### src/rtl/clk_duty_gen_if.sv
// clk_duty_gen_if: run/config controls and waveform/strobe outputs of the duty-cycle clock generator.
interface clk_duty_gen_if #(
   parameter int CNT_W  = 16,
   parameter int PCNT_W = 8
);
   logic              enable;
   logic              cfg_load;
   logic [CNT_W-1:0]  cfg_high;
   logic [CNT_W-1:0]  cfg_low;
   logic              clk_out;
   logic              rise_pulse;
   logic              fall_pulse;
   logic              cfg_ack;
   logic              running;
   logic [PCNT_W-1:0] period_cnt;
   modport master (
      output enable, cfg_load, cfg_high, cfg_low,
      input  clk_out, rise_pulse, fall_pulse, cfg_ack, running, period_cnt
   );
   modport slave (
      input  enable, cfg_load, cfg_high, cfg_low,
      output clk_out, rise_pulse, fall_pulse, cfg_ack, running, period_cnt
   );
endinterface

### src/rtl/clk_duty_gen.sv
// clk_duty_gen: programmable high/low phase clock generator with registered edge strobes and config handover.
module clk_duty_gen #(
   parameter int CNT_W    = 16,
   parameter int DEF_HIGH = 3,
   parameter int DEF_LOW  = 7,
   parameter int PCNT_W   = 8
) (
   input logic           clock,
   input logic           reset_n,
   clk_duty_gen_if.slave bus
);
   typedef enum logic [1:0] {IDLE, HIGH, LOW} state_t;
   state_t            state_q, state_d;
   logic [CNT_W-1:0]  cnt_q, cnt_d;
   logic [CNT_W-1:0]  act_high_q, act_high_d, act_low_q, act_low_d;
   logic [CNT_W-1:0]  pend_high_q, pend_high_d, pend_low_q, pend_low_d;
   logic              pend_valid_q, pend_valid_d;
   logic              clk_out_q, clk_out_d, rise_q, rise_d, fall_q, fall_d, ack_q, ack_d;
   logic [PCNT_W-1:0] pcnt_q, pcnt_d;
   logic              bnd, take_new;
   logic [CNT_W-1:0]  eff_high, eff_low;

   always_ff @(posedge clock or negedge reset_n) begin
      if (!reset_n) begin
         state_q      <= IDLE;
         cnt_q        <= '0;
         act_high_q   <= CNT_W'(DEF_HIGH);
         act_low_q    <= CNT_W'(DEF_LOW);
         pend_high_q  <= '0;
         pend_low_q   <= '0;
         pend_valid_q <= 1'b0;
         clk_out_q    <= 1'b0;
         rise_q       <= 1'b0;
         fall_q       <= 1'b0;
         ack_q        <= 1'b0;
         pcnt_q       <= '0;
      end else begin
         state_q      <= state_d;
         cnt_q        <= cnt_d;
         act_high_q   <= act_high_d;
         act_low_q    <= act_low_d;
         pend_high_q  <= pend_high_d;
         pend_low_q   <= pend_low_d;
         pend_valid_q <= pend_valid_d;
         clk_out_q    <= clk_out_d;
         rise_q       <= rise_d;
         fall_q       <= fall_d;
         ack_q        <= ack_d;
         pcnt_q       <= pcnt_d;
      end
   end

   // A load on the boundary cycle wins over both the pending and the active pair.
   always_comb begin
      take_new     = bus.cfg_load | pend_valid_q;
      eff_high     = bus.cfg_load ? bus.cfg_high : pend_valid_q ? pend_high_q : act_high_q;
      eff_low      = bus.cfg_load ? bus.cfg_low  : pend_valid_q ? pend_low_q  : act_low_q;
      bnd          = (state_q == IDLE) ? bus.enable :
                     (cnt_q == CNT_W'(1)) && (state_q == LOW || act_low_q == '0);
      pend_high_d  = bus.cfg_load ? bus.cfg_high : pend_high_q;
      pend_low_d   = bus.cfg_load ? bus.cfg_low  : pend_low_q;
      pend_valid_d = bnd ? 1'b0 : (pend_valid_q | bus.cfg_load);
      act_high_d   = bnd ? eff_high : act_high_q;
      act_low_d    = bnd ? eff_low  : act_low_q;
      state_d      = state_q;
      cnt_d        = (state_q == IDLE) ? cnt_q : cnt_q - CNT_W'(1);
      if (bnd) begin
         state_d = !bus.enable ? IDLE : (eff_high != '0) ? HIGH : (eff_low != '0) ? LOW : IDLE;
         cnt_d   = (eff_high != '0) ? eff_high : eff_low;
      end else if (state_q == HIGH && cnt_q == CNT_W'(1)) begin
         state_d = LOW;
         cnt_d   = act_low_q;
      end
   end

   always_comb begin
      clk_out_d = (state_d == HIGH);
      rise_d    = clk_out_d & ~clk_out_q;
      fall_d    = ~clk_out_d & clk_out_q;
      ack_d     = bnd & take_new;
      pcnt_d    = pcnt_q + PCNT_W'(rise_d);
   end

   assign bus.clk_out    = clk_out_q;
   assign bus.rise_pulse = rise_q;
   assign bus.fall_pulse = fall_q;
   assign bus.cfg_ack    = ack_q;
   assign bus.running    = (state_q != IDLE);
   assign bus.period_cnt = pcnt_q;
endmodule

### src/flat_wrapper.sv
// flat-port wrapper written by rule: the top's interface ports become plain ports
module clk_duty_gen_flat 
#(
   parameter int CNT_W    = 16,
   parameter int DEF_HIGH = 3,
   parameter int DEF_LOW  = 7,
   parameter int PCNT_W   = 8
)
  (clock, reset_n, bus_enable, bus_cfg_load, bus_cfg_high, bus_cfg_low, bus_clk_out, bus_rise_pulse, bus_fall_pulse, bus_cfg_ack, bus_running, bus_period_cnt);
  clk_duty_gen_if #(.CNT_W(CNT_W), .PCNT_W(PCNT_W)) bus_i ();
  input logic clock;
  input logic reset_n;
  input wire logic [$bits(bus_i.enable)-1:0] bus_enable;
  input wire logic [$bits(bus_i.cfg_load)-1:0] bus_cfg_load;
  input wire logic [$bits(bus_i.cfg_high)-1:0] bus_cfg_high;
  input wire logic [$bits(bus_i.cfg_low)-1:0] bus_cfg_low;
  output wire logic [$bits(bus_i.clk_out)-1:0] bus_clk_out;
  output wire logic [$bits(bus_i.rise_pulse)-1:0] bus_rise_pulse;
  output wire logic [$bits(bus_i.fall_pulse)-1:0] bus_fall_pulse;
  output wire logic [$bits(bus_i.cfg_ack)-1:0] bus_cfg_ack;
  output wire logic [$bits(bus_i.running)-1:0] bus_running;
  output wire logic [$bits(bus_i.period_cnt)-1:0] bus_period_cnt;
  assign bus_i.enable = bus_enable;
  assign bus_i.cfg_load = bus_cfg_load;
  assign bus_i.cfg_high = bus_cfg_high;
  assign bus_i.cfg_low = bus_cfg_low;
  assign bus_clk_out = bus_i.clk_out;
  assign bus_rise_pulse = bus_i.rise_pulse;
  assign bus_fall_pulse = bus_i.fall_pulse;
  assign bus_cfg_ack = bus_i.cfg_ack;
  assign bus_running = bus_i.running;
  assign bus_period_cnt = bus_i.period_cnt;
  clk_duty_gen #(.CNT_W(CNT_W), .DEF_HIGH(DEF_HIGH), .DEF_LOW(DEF_LOW), .PCNT_W(PCNT_W)) u_core (.clock(clock), .reset_n(reset_n), .bus(bus_i));
endmodule
### config.mk
export PLATFORM = sky130hd
export DESIGN_NAME = clk_duty_gen_flat
export DESIGN_NICKNAME = d
export VERILOG_FILES = /design/src/rtl/clk_duty_gen_if.sv /design/src/rtl/clk_duty_gen.sv /design/src/flat_wrapper.sv
export SDC_FILE = /design/constraint.sdc
export NUM_CORES = 1
export LEC_CHECK = 0
export CORE_MARGIN = 2
export CORE_UTILIZATION = 50
export CTS_CLUSTER_SIZE = 8
export DETAILED_ROUTE_END_ITERATION = 16
export PLACE_DENSITY_LB_ADDON = 0.12
export SYNTH_ARGS = -nofsm -noshare
export SYNTH_HDL_FRONTEND = slang
export SYNTH_SLANG_ARGS = --single-unit
### constraint.sdc
create_clock -name clock -period 3.3 [get_ports clock]
set_clock_uncertainty 0.1 [all_clocks]
set_input_delay 0.33 -clock clock [delete_from_list [all_inputs] [get_ports clock]]
set_output_delay 0.33 -clock clock [all_outputs]
set_load 0.05 [all_outputs]
==> impl_metrics.tcl <==
set metrics [dict create \
    rr_startpoint "u_core.act_low_q[3]$_DFFE_PN0N_" \
    die-area_mm2 0.0108 \
    num_antenna_cells 0 \
    synth_ff_type "dfrtp_1" \
    whs_ns -0.0406 \
    drive_above_1_share_pct 14.1 \
    path_clk_slew_ns 0.10 \
    ys_seq_area_share_pct 47.7 \
    maxSlewViolCount 0 \
    first_pass_iters 4 \
    clockRootBuffer "clkbuf_8" \
    r2r_cells 11 \
    final_nets 595 \
    arrival_ns 3.27 \
    grt_pass1_vias 3826 \
    cts_tree "done" \
    path_buf_inv 0 \
    clockBufferDepth 2 \
    area_growth_pct 16.6 \
    critical_path.top_delay_family "simple AND/OR/NAND/NOR gates" \
    synthTopCellsByArea "dfrtp_1 (45%), mux2i_1 (6.4%), nand2_1 (5.2%)" \
    slowest_delay_ns 0.55 \
    slowest_stage "nor4_1" \
    critical_path.max_fanout 4 \
    ir_worst_vdd_mv 0.225 \
    dp_slack_ns -0.0267 \
    synth_top_area_share_pct 45.1 \
    clock_latency_ns 0.36 \
    drcViolationCount 0 \
    period_share_pct 94.4 \
    numCtsBuffers 9 \
    fillers 882 \
    grt_pass1_wl_mm 19.1 \
    core-area_mm2 0.00973 \
    leakage_nw 2.71 \
    initial_core_util_pct 51.3 \
    place.gp.congestion 0.881 \
    start_kind "flop" \
    via_count 3858 \
    crit_chain "nor4_1 -> nand4_1 -> a22o_1 -> nor2_2 -> a31oi_2 -> nor2_1 -> ha_1 -> ha_1 -> and3_1 -> nand3_1 -> xnor2_1" \
    synth_cells 507 \
    final_antenna_net_count 0 \
    ys_warn_count 0 \
    status "complete, but fails checks" \
    worst-setup-path-type "reg2reg" \
    critPathCaptureType "flop" \
    ctsHoldBuffers 0 \
    routed_wirelength_mm 11.4 \
    min_period_ns 3.12 \
    worst_ep_required_time_ns 3.45 \
    fin_setup_tns_ns 0 \
    num_io_pins 49 \
    relSlewSlack_pct 34.5 \
    synth_area_mm2 0.00499 \
    setup_slack_ns 0.184 \
    clock_sinks 95 \
    vias_per_cell 5.57 \
    drtIter0Drc 166 \
    r2r_slack_ns 0.18 \
    grt_overflow_total 0 \
    p_per_area_mw_per_mm2 484 \
    power.total_mw 2.82 \
    fmax_mhz 321 \
    hold_violations 29 \
    ys_ff_latch 95 \
    hold_class "in2async" \
    final_common_cell "dfrtp_1" \
    r2r-end "u_core.bus.period_cnt[6]$_DFF_PN0_" \
    row_count 36 \
    layout_common_cells "dfrtp_1 (89), nand2_1 (69), clkdlybuf4s50_1 (46), o21ai_0 (34), nor2_1 (34)" \
    synth.avg_cell_area_um2 9.85 \
    fp.dieW_um 104 \
    synthArstFlopShare_pct 100 \
    rsz0062_at_grt "no" \
    synth_top_cell_by_area "dfrtp_1" \
    dpl.hpwl_mm 8.26 \
    cts_htree_levels 3 \
    maxCapViolations 0 \
    grt_max_degree 65 \
    synth_nets 547 \
    synth_edf_count 0 \
    cp_common_cell "ha_1" \
    antenna_found_initial 0 \
    tightest_slew_ns 0.979 \
    cts_setup_buffers 0 \
    gr-usage-all-layers_pct 22.1 \
    wire_per_inst_um 16.4 \
    synth_cell_types 58 \
    io_buffers 48 \
    finalSetupViolations 0 \
    violations "negative hold slack" \
    die_h_um 104 \
]
[report_power, final]
group / internal, mW / leakage, nW / switching [mW]
combinational: 0.284 / 1.46 / 0.259
clock: 0.430 / 0.110 / 0.428
sequential: 1.29 / 1.14 / 0.129
total: 2.00 / 2.71 / 0.816
[synth_stat cells (2+ instances only)]
cell,n
nor2_1,34
xor2_1,8
buf_2,12
nor4_1,6
nand4_1,8
or2_1,2
o211ai_1,8
a21o_1,5
o21ai_2,7
inv_1,20
nand2b_1,3
dfstp_2,5
xnor2_1,10
nand2_1,69
dfrtp_1,90
a22oi_1,3
a21oi_1,21
a31oi_1,2
o21ai_1,19
a211oi_1,2
mux2_2,16
a221oi_1,4
o211ai_2,2
o22a_1,5
and4_1,3
clkbuf_1,6
nor2_2,2
mux2i_1,32
o32a_1,2
buf_6,8
ha_1,4
o21a_1,13
nand3_1,9
o2111ai_1,3
nor3_1,7
o21ai_0,34
nor4_2,2
[per-layer routing]
metal	track usage [%]	routed length (um)	part of all wire, %
met1	31.0	5440	48
met2	34.7	5200	46
met3	4.70	534	4.7
met4	6.37	210	1.8
met5	0	0	0
[worst reg2reg max path, cell delays in order, from the launching register on]
cell and delay [ns]:
dfrtp_1 0.46, nor4_1 0.55, nand4_1 0.30, a22o_1 0.33, nor2_2 0.12, a31oi_2 0.14, nor2_1 0.16, ha_1 0.21
ha_1 0.18, and3_1 0.19, nand3_1 0.10, xnor2_1 0.14
[cell families (layout without fill, tap and decap cells)]
kind of cell	count (synthesis)	in the layout	share of synthesized area, %
buf+inv	49	102	5.29
xor+xnor	18	18	3.16
compound gates	135	135	17.5
flops	95	95	47.7
mux	48	48	10.0
simple gates	158	158	15.3
fa+ha+maj	4	4	1.00
[area by class of cell]
type / count / area, um2 / share of cell area [%]
Sequential cell: 95 / 2380 / 41.0
Multi-Input combinational cell: 363 / 2350 / 40.4
Timing Repair Buffer: 66 / 624 / 10.7
Tap cell: 133 / 166 / 2.86
Clock buffer: 9 / 124 / 2.13
Clock inverter: 7 / 95.1 / 1.63
Inverter: 20 / 75.1 / 1.29
[registers in the layout, indices dropped and copies added (netlist names), 2 cells and up]
signal and count:
u_core.cnt_q 16, u_core.pend_high_q 16, u_core.bus.period_cnt 8, u_core.act_low_q 16, u_core.pend_low_q 16, u_core.act_high_q 16
u_core.state_q 2
[how the worst max path moves through the flow]
stage / slack [ns] / to / cells past startpoint / startpoint
floorplan: 0.41 / u_core.bus.period_cnt[6]$_DFF_PN0_ / 14 / u_core.pend_valid_q$_DFF_PN0_
global placement: 0.13 / u_core.bus.period_cnt[6]$_DFF_PN0_ / 13 / bus_cfg_high[1]
detailed placement: -0.03 / u_core.bus.period_cnt[6]$_DFF_PN0_ / 13 / bus_cfg_high[1]
CTS: 0.11 / u_core.bus.period_cnt[6]$_DFF_PN0_ / 12 / u_core.pend_valid_q$_DFF_PN0_
global route: 0.05 / u_core.bus.period_cnt[6]$_DFF_PN0_ / 12 / u_core.pend_valid_q$_DFF_PN0_
finish: 0.18 / u_core.bus.period_cnt[6]$_DFF_PN0_ / 11 / u_core.act_low_q[3]$_DFFE_PN0N_
[per-stage QoR]
step | instance area [um2] | util, % | hold slack, ns | std cells
3_5_place_dp | 5590 | 57.5 | 0.363 | 677
5_1_grt | 5820 | 59.9 | 0.0264 | 693
6_report | 5820 | 59.9 | -0.0406 | 693
4_1_cts | 5810 | 59.7 | 0.00695 | 693
2_1_floorplan | 4990 | - | -0.0656 | 507
3_3_place_gp | 5590 | 57.5 | 0.350 | 677
[repair_timing]
item / CTS / global route
resized for setup: 0 / 2
setup endpoints to repair: 0 / 2
endpoints found under the hold margin: 0 / 0
Power figures use the tool's default switching activity.
